===== src/rtl/uart_rx.sv =====
// uart_rx: 8-N-1 UART receiver, 16x oversampled on brg_stb_i, LSb first, with holding register flags.
// Build option: define UART_RX_MAJORITY_EN for 2-of-3 majority sampling around each bit centre.
`timescale 1ns/1ps
module uart_rx #(
    parameter int SYNC_STAGES = 2
) (
    input  logic       clk_i,
    input  logic       rst_i,
    input  logic       brg_stb_i,
    input  logic       rxd_i,
    input  logic       re_i,
    output logic [7:0] dout_o,
    output logic       rdy_o,
    output logic       ovr_o,
    output logic       ferr_o,
    output logic       busy_o
);

    typedef enum logic [2:0] {IDLE, START, DATA, STOP, BRK} state_e;

    state_e                 state_q;
    logic [SYNC_STAGES-1:0] sync_q;
    logic [3:0]             tick_q;
    logic [2:0]             bit_q;
    logic [7:0]             shift_q;
    logic [7:0]             dout_q;
    logic                   rdy_q;
    logic                   ovr_q;
    logic                   ferr_q;
    logic                   busy_q;
    logic                   rxd_s;
    logic                   sample_d;
    logic                   ack_d;

    // NOTE: the synchroniser resets to the idle (high) line level so reset release never looks like a start bit.
    always_ff @(posedge clk_i or posedge rst_i) begin
        if (rst_i) begin
            sync_q <= '1;
        end else begin
            sync_q <= {sync_q[SYNC_STAGES-2:0], rxd_i};
        end
    end

    assign rxd_s = sync_q[SYNC_STAGES-1];

`ifdef UART_RX_MAJORITY_EN
    localparam logic [3:0] START_TICK = 4'd8;
    logic [1:0] hist_q;

    // History holds the two strobes before the decision tick (6,7 in START, 13,14 in DATA/STOP).
    always_ff @(posedge clk_i or posedge rst_i) begin
        if (rst_i) begin
            hist_q <= 2'b11;
        end else if (brg_stb_i) begin
            hist_q <= {hist_q[0], rxd_s};
        end
    end

    assign sample_d = (hist_q[1] & hist_q[0]) | ((hist_q[1] | hist_q[0]) & rxd_s);
`else
    localparam logic [3:0] START_TICK = 4'd7;
    assign sample_d = rxd_s;
`endif

    assign ack_d = re_i & rdy_q;

    always_ff @(posedge clk_i or posedge rst_i) begin
        if (rst_i) begin
            state_q <= IDLE;
            tick_q  <= '0;
            bit_q   <= '0;
            shift_q <= '0;
            dout_q  <= '0;
            rdy_q   <= 1'b0;
            ovr_q   <= 1'b0;
            ferr_q  <= 1'b0;
            busy_q  <= 1'b0;
        end else begin
            // NOTE: the read acknowledge is written first so a byte completing in the same cycle overrides it.
            if (ack_d) begin
                rdy_q <= 1'b0;
                ovr_q <= 1'b0;
            end
            if (brg_stb_i) begin
                tick_q <= tick_q + 4'd1;
                unique case (state_q)
                    IDLE: begin
                        if (!rxd_s) begin
                            state_q <= START;
                            tick_q  <= '0;
                            busy_q  <= 1'b1;
                        end
                    end
                    START: begin
                        if (tick_q == START_TICK) begin
                            tick_q <= '0;
                            if (!sample_d) begin
                                state_q <= DATA;
                                bit_q   <= '0;
                            end else begin
                                state_q <= IDLE;
                                busy_q  <= 1'b0;
                            end
                        end
                    end
                    DATA: begin
                        if (tick_q == 4'd15) begin
                            shift_q <= {sample_d, shift_q[7:1]};
                            bit_q   <= bit_q + 3'd1;
                            if (bit_q == 3'd7) begin
                                state_q <= STOP;
                                tick_q  <= '0;
                            end
                        end
                    end
                    STOP: begin
                        if (tick_q == 4'd15) begin
                            dout_q <= shift_q;
                            rdy_q  <= 1'b1;
                            ferr_q <= ~sample_d;
                            ovr_q  <= (ovr_q | rdy_q) & ~re_i;
                            tick_q <= '0;
                            if (sample_d) begin
                                state_q <= IDLE;
                                busy_q  <= 1'b0;
                            end else begin
                                state_q <= BRK;
                            end
                        end
                    end
                    BRK: begin
                        // A held-low line must return high before another start edge is accepted.
                        if (rxd_s) begin
                            state_q <= IDLE;
                            tick_q  <= '0;
                            busy_q  <= 1'b0;
                        end
                    end
                    default: begin
                        state_q <= IDLE;
                        busy_q  <= 1'b0;
                    end
                endcase
            end
        end
    end

    assign dout_o = dout_q;
    assign rdy_o  = rdy_q;
    assign ovr_o  = ovr_q;
    assign ferr_o = ferr_q;
    assign busy_o = busy_q;

endmodule


===== config.mk =====
export PLATFORM = sky130hd
export DESIGN_NAME = uart_rx
export DESIGN_NICKNAME = d
export VERILOG_FILES = /design/src/rtl/uart_rx.sv
export SDC_FILE = /design/constraint.sdc
export NUM_CORES = 1
export LEC_CHECK = 0
export CAP_MARGIN = 30
export CORE_UTILIZATION = 55
export CTS_CLUSTER_SIZE = 20
export DETAILED_ROUTE_END_ITERATION = 8
export PLACE_DENSITY = 0.86
export SYNTH_ARGS = -nofsm -noshare
export SYNTH_HDL_FRONTEND = slang
export SYNTH_SLANG_ARGS = --single-unit

===== constraint.sdc =====
create_clock -name clk_i -period 2.15 [get_ports clk_i]
set_clock_uncertainty 0.15 [all_clocks]
set_input_delay 0.645 -clock clk_i [delete_from_list [all_inputs] [get_ports clk_i]]
set_output_delay 0.645 -clock clk_i [all_outputs]
set_load 0.01 [all_outputs]

**After elaboration in Yosys (flattened, before gate mapping)**

Index checks and enable logic that the tools add are counted.

- Add/sub/neg operators: 2
- Reduce and logical (&&, ||, !) cells: 7
- Muxes and demuxes: 33
- Equality and inequality tests: 14
- Bitwise logic cells: 6

Operators by type and width:

| kind | count |
|---|---|
| two-way mux 3 bit | 10 |
| two-way mux 4 bit | 6 |
| case mux 4 bit (5 select lines) | 1 |
| case mux 3 bit (5 select lines) | 1 |
| inequality test 2 bit, second input constant | 7 |
| two-way mux 1 bit | 12 |
| AND reduction 5 bit | 2 |
| AND reduction 7 bit | 1 |
| equality test 3 x 2 -> 1 bit, second input constant | 2 |
| equality test 3 bit, second input constant | 2 |
| case mux 3 bit (2 select lines) | 1 |
| AND reduction 3 bit | 2 |
| case mux 1 bit (5 select lines) | 1 |
| adder 4 x 1 -> 4 bit, second input constant | 1 |
| equality test 4 x 3 -> 1 bit, second input constant | 1 |
| equality test 4 bit, second input constant | 1 |
| adder 3 x 1 -> 3 bit, second input constant | 1 |
| equality test 3 x 1 -> 1 bit, second input constant | 1 |
| zero test 3 bit | 1 |
| inverter 1 bit | 3 |
| bitwise AND 1 bit | 2 |
| two-way mux 2 bit | 1 |
| nonzero test 2 bit | 1 |
| OR 1 bit | 1 |

- Bits of input ports: 5
- Word-level logic and storage cells: 72
- Output and inout port bits: 12
- Register bits after elaboration: 32

**Logic depth before layout (Yosys ltp)**

- Word-level depth: 5
- Depth in mapped cells: 6
- Mapped depth without buffers: 6

**Worst setup path before layout**

Ideal clock, no wire load.

- Kind: register -> register
- Start point: register bit_q[0]
- End point: register state_q[1]
- Arrival: 1633 ps
- Path buffers: 0
- Cell stages (with the launch flop): 7
- Data required time: 1920 ps
- Setup time: 80 ps
- Slack: 287 ps
- Clock period less this slack: 1863 ps
- Path through: dfrtp_1 ha_1 ha_1 or4b_1 o31ai_1 and4bb_1 o22ai_2

- Cells in the longest elaborated chain, start to end: 3

Ends and longest elaborated chain:

| item | RTL line | RTL |
|---|---|---|
| from (decl) | 24 | `logic [2:0] bit_q;` |
| from (signal assigned) | 109 | `bit_q <= bit_q + 3'd1;` |
| equality test 3 bit | 110 | `if (bit_q == 3'd7) begin` |
| inequality test 2 bit (no source line) | -- |  |
| AND reduction 7 bit (no source line) | -- |  |
| to (signal assigned) | 111 | `state_q <= STOP;` |
| to (signal assigned) | 124 | `state_q <= IDLE;` |
| to (signal assigned) | 127 | `state_q <= BRK;` |
| to (decl) | 21 | `state_e state_q;` |

No other way between the ends.
A chain may end at the register's enable or synchronous reset.

**Worst setup path in the final report**

- Start point: register busy_q, in the netlist busy_o
- End point: output port busy_o

RTL lines:

| item | RTL line | RTL |
|---|---|---|
| from (decl) | 30 | `logic busy_q;` |
| from (signal assigned) | 77 | `busy_q <= 1'b0;` |
| from (signal assigned) | 91 | `busy_q <= 1'b1;` |
| from (signal assigned) | 102 | `busy_q <= 1'b0;` |
| to (decl) | 16 | `output logic busy_o` |

No word-level cell between the ends.

==> summary.md <==
| Metric | Value |
|---|---|
| Status | finished clean |
| Worst R2R Setup Slack | 0.11 ns |
| Count of cell types in the netlist | 44 |
| Design Area, Final | 1870 sq um |
| CTS tree | yes |
| Clock root buffer | clkbuf_4 |
| GP Congestion | 0.812 |
| Critical Path RT | 1.35 ns |
| Gr usage total | 0.227 |
| Cell count after synthesis | 125 |
| Initial drt markers | 16 |
| Clk buf depth | 2 |
| Share of the synthesized area in the top cell type | 0.482 |
| Largest net degree at the start of global routing | 33 |
| Max Clk Rate | 483 MHz |
| Sw Share | 0.279 |
| Global-route wire length before repair | 4570 um |
| Placed cell areas | 1790 sq um |
| Syn Area/Cell | 12.5 sq um |
| Clock sinks | 32 |
| CP Class | reg -> out |
| Crit Path Max Fanout | 3 |
| Register area share after synthesis | 0.516 |
| Crit path cell chain | clkdlybuf4s50_1 |
| Final setup vio count | 0 |
| Final cell count without fillers | 183 |
| Max Slew Vio Count | 0 |
| Fin. Hold Viols | 0 |
| Async SR Flop Fraction | 1.00 |
| Layout cell share with drive strength beyond 1 | 0.209 |
| CTS Buf Count | 5 |
| CP Buf/Inv Count | 1 |
| Antenna fix cells | 0 |
| # rows | 18 |
| Hold_buf cts | 0 |
| MaxCap Viol Count | 0 |
| Final WL | 2750 um |
| Clock power share | 0.298 |
| Placed cell count | 175 |
| Startpoint Class | register |
| RSZ-0062 raised after global routing | false |
| I/O Pins | 17 |
| Die width | 55.2 um |
| Critical Path End Type | output pin |
| Worst VDD drop | 0.804 mV |
| Post-layout min period | 2.07 ns |
| Cell Int Power | 1.08 mW |
| Primary FF master, synth | dfrtp_1 |
| Sequential fraction of design power | 0.523 |
| Via count | 1043 |
| CP delay by family, top | buffers and inverters |
| Worst-Margin Slew | 0.444 ns |
| PortBufs | 16 |
| Final period utilization | 0.964 |
| Wire per inst | 15.0 um |
| Yosys reg bits | 32 |
| LEAKAGE | 0.865 nW |
| Die Ht | 55.2 um |
| Total number of H-tree levels | 2 |
| Remaining Overflow, GRT | 0 |
| EDFF count, synth | 0 |
| Initial antenna violation count | 0 |
| Dpl hpwl | 1930 um |
| Initial Util | 0.606 |
| Vias per cell | 5.70 |
| Yosys Warn Count | 0 |
| Drt drc | 0 |
| Core area | 2570 sq um |
| NetSw | 417 uW |
| Synthesized area | 1560 sq um |
| Nets | 160 |
| Synth area leaders | dfrtp_1 48%, mux2_1 8.7%, dfstp_2 3.4%, mux2_2 2.9%, ha_1 2.4% |
| Syn_nets | 133 |
| # Post-CTS Setup Buffers | 0 |
| Clk_lat worst skew | 0.34 ns |
| Top post-synthesis cells by count | 30 x dfrtp_1, 12 x mux2_1, 8 x nand2_1 |
| Crit-path slowest cell | clkdlybuf4s50_1 |
| Vias in the first global route | 1018 |
| CTS resizes | 0 |
| Area grow syn2layout | 20.0% |
| Combinational Power Share | 0.179 |
| Most common cell in the netlist | dfrtp_1 |
| Slowest stage delay, CP | 0.54 ns |
| Area leader, netlist | dfrtp_1 |
| Critical path arrival | 1.28 ns |
| Power per cell area | 800 nW/um^2 |
| Hold Crit Class | reg -> reg |
| DRT Pass-1 Iters | 4 |
| ANT nets after route | 0 |
| DIE AREA | 3050 sq um |
| CTS clk-pin slew, worst paths | 0.10 ns |
| Slew headroom | 0.704 |
[worst paths after layout]
check	from	end	cells past startpoint
max	busy_o	busy_o	1
min	sync_q[0]	sync_q[1]	0
max reg2reg	bit_q[0]	state_q[1]	6
min reg2reg	sync_q[0]	sync_q[1]	0
max in group asynchronous	rst_i	sync_q[0]	3
min in group asynchronous	rst_i	ovr_o	3
[flip-flops by register name (all words and copies together) (netlist names)]
name     cells
bit_q        3
state_q      3
shift_q      8
rdy_o        1
busy_o       1
tick_q       4
dout_o       8
ferr_o       1
sync_q       2
ovr_o        1
[power by group through the flow]
stage / Sequential [mW] / Clock (mW) / Combinational [mW]
after floorplan: 0.765 / 0 / 0.210
after global placement: 0.783 / 0 / 0.251
after detailed placement: 0.790 / 0 / 0.264
after CTS: 0.779 / 0.460 / 0.270
after global routing: 0.795 / 0.487 / 0.309
final: 0.781 / 0.445 / 0.268
[cells by family (layout without fill, tap and decap cells)]
| kind of cell | after synthesis | after routing | share of synthesized area |
|---|---|---|---|
| AO/OA/AOI/OAI | 28 | 28 | 0.131 |
| multiplexers | 17 | 17 | 0.125 |
| buffers and inverters | 12 | 40 | 0.0547 |
| adder cells (fa/ha/maj) | 3 | 3 | 0.0241 |
| XOR/XNOR | 3 | 3 | 0.0169 |
| AND/OR/NAND/NOR | 30 | 30 | 0.132 |
| flip-flops | 32 | 32 | 0.516 |
[per-stage QoR]
step	utilization	TNS [ns]	setup slack, ns	power [mW]	hold slack (ns)
2_1_floorplan	-	0	0.287	0.975	0.195
3_3_place_gp	0.698	-1.46	-0.155	1.03	0.196
3_5_place_dp	0.698	-2.19	-0.208	1.05	0.198
4_1_cts	0.728	0	0.0648	1.51	0.211
5_1_grt	0.728	0	0.00667	1.59	0.220
6_report	0.728	0	0.0781	1.49	0.210
[per-layer routing]
layer	part of all wire	global-route usage	up-vias
li1	-	-	508
met1	0.46	0.272	500
met5	0	0	-
met4	0.024	0.113	0
met3	0.045	0.0820	9
met2	0.48	0.359	26
[cells in the final DEF, fill, tap and decap left out, types with 4 or more instances in the layout]
cell type        count
dfrtp_1             30
clkdlybuf4s50_1     16
mux2_1              12
nand2_1              8
buf_4                8
o21ai_0              6
clkbuf_4             5
nor3_1               4
a21oi_1              4
inv_1                4
mux2_2               4
[area by class of cell]
cell class,instances,area [sq um]
fillers,179,699
clock inverters,2,35.0
inverters,6,22.5
well taps,30,37.5
multi-input cells,81,668
flip-flops and latches,32,803
repair buffers,26,260
clock buffers,6,41.3
Note: power is estimated with default switching activity, not from simulation.
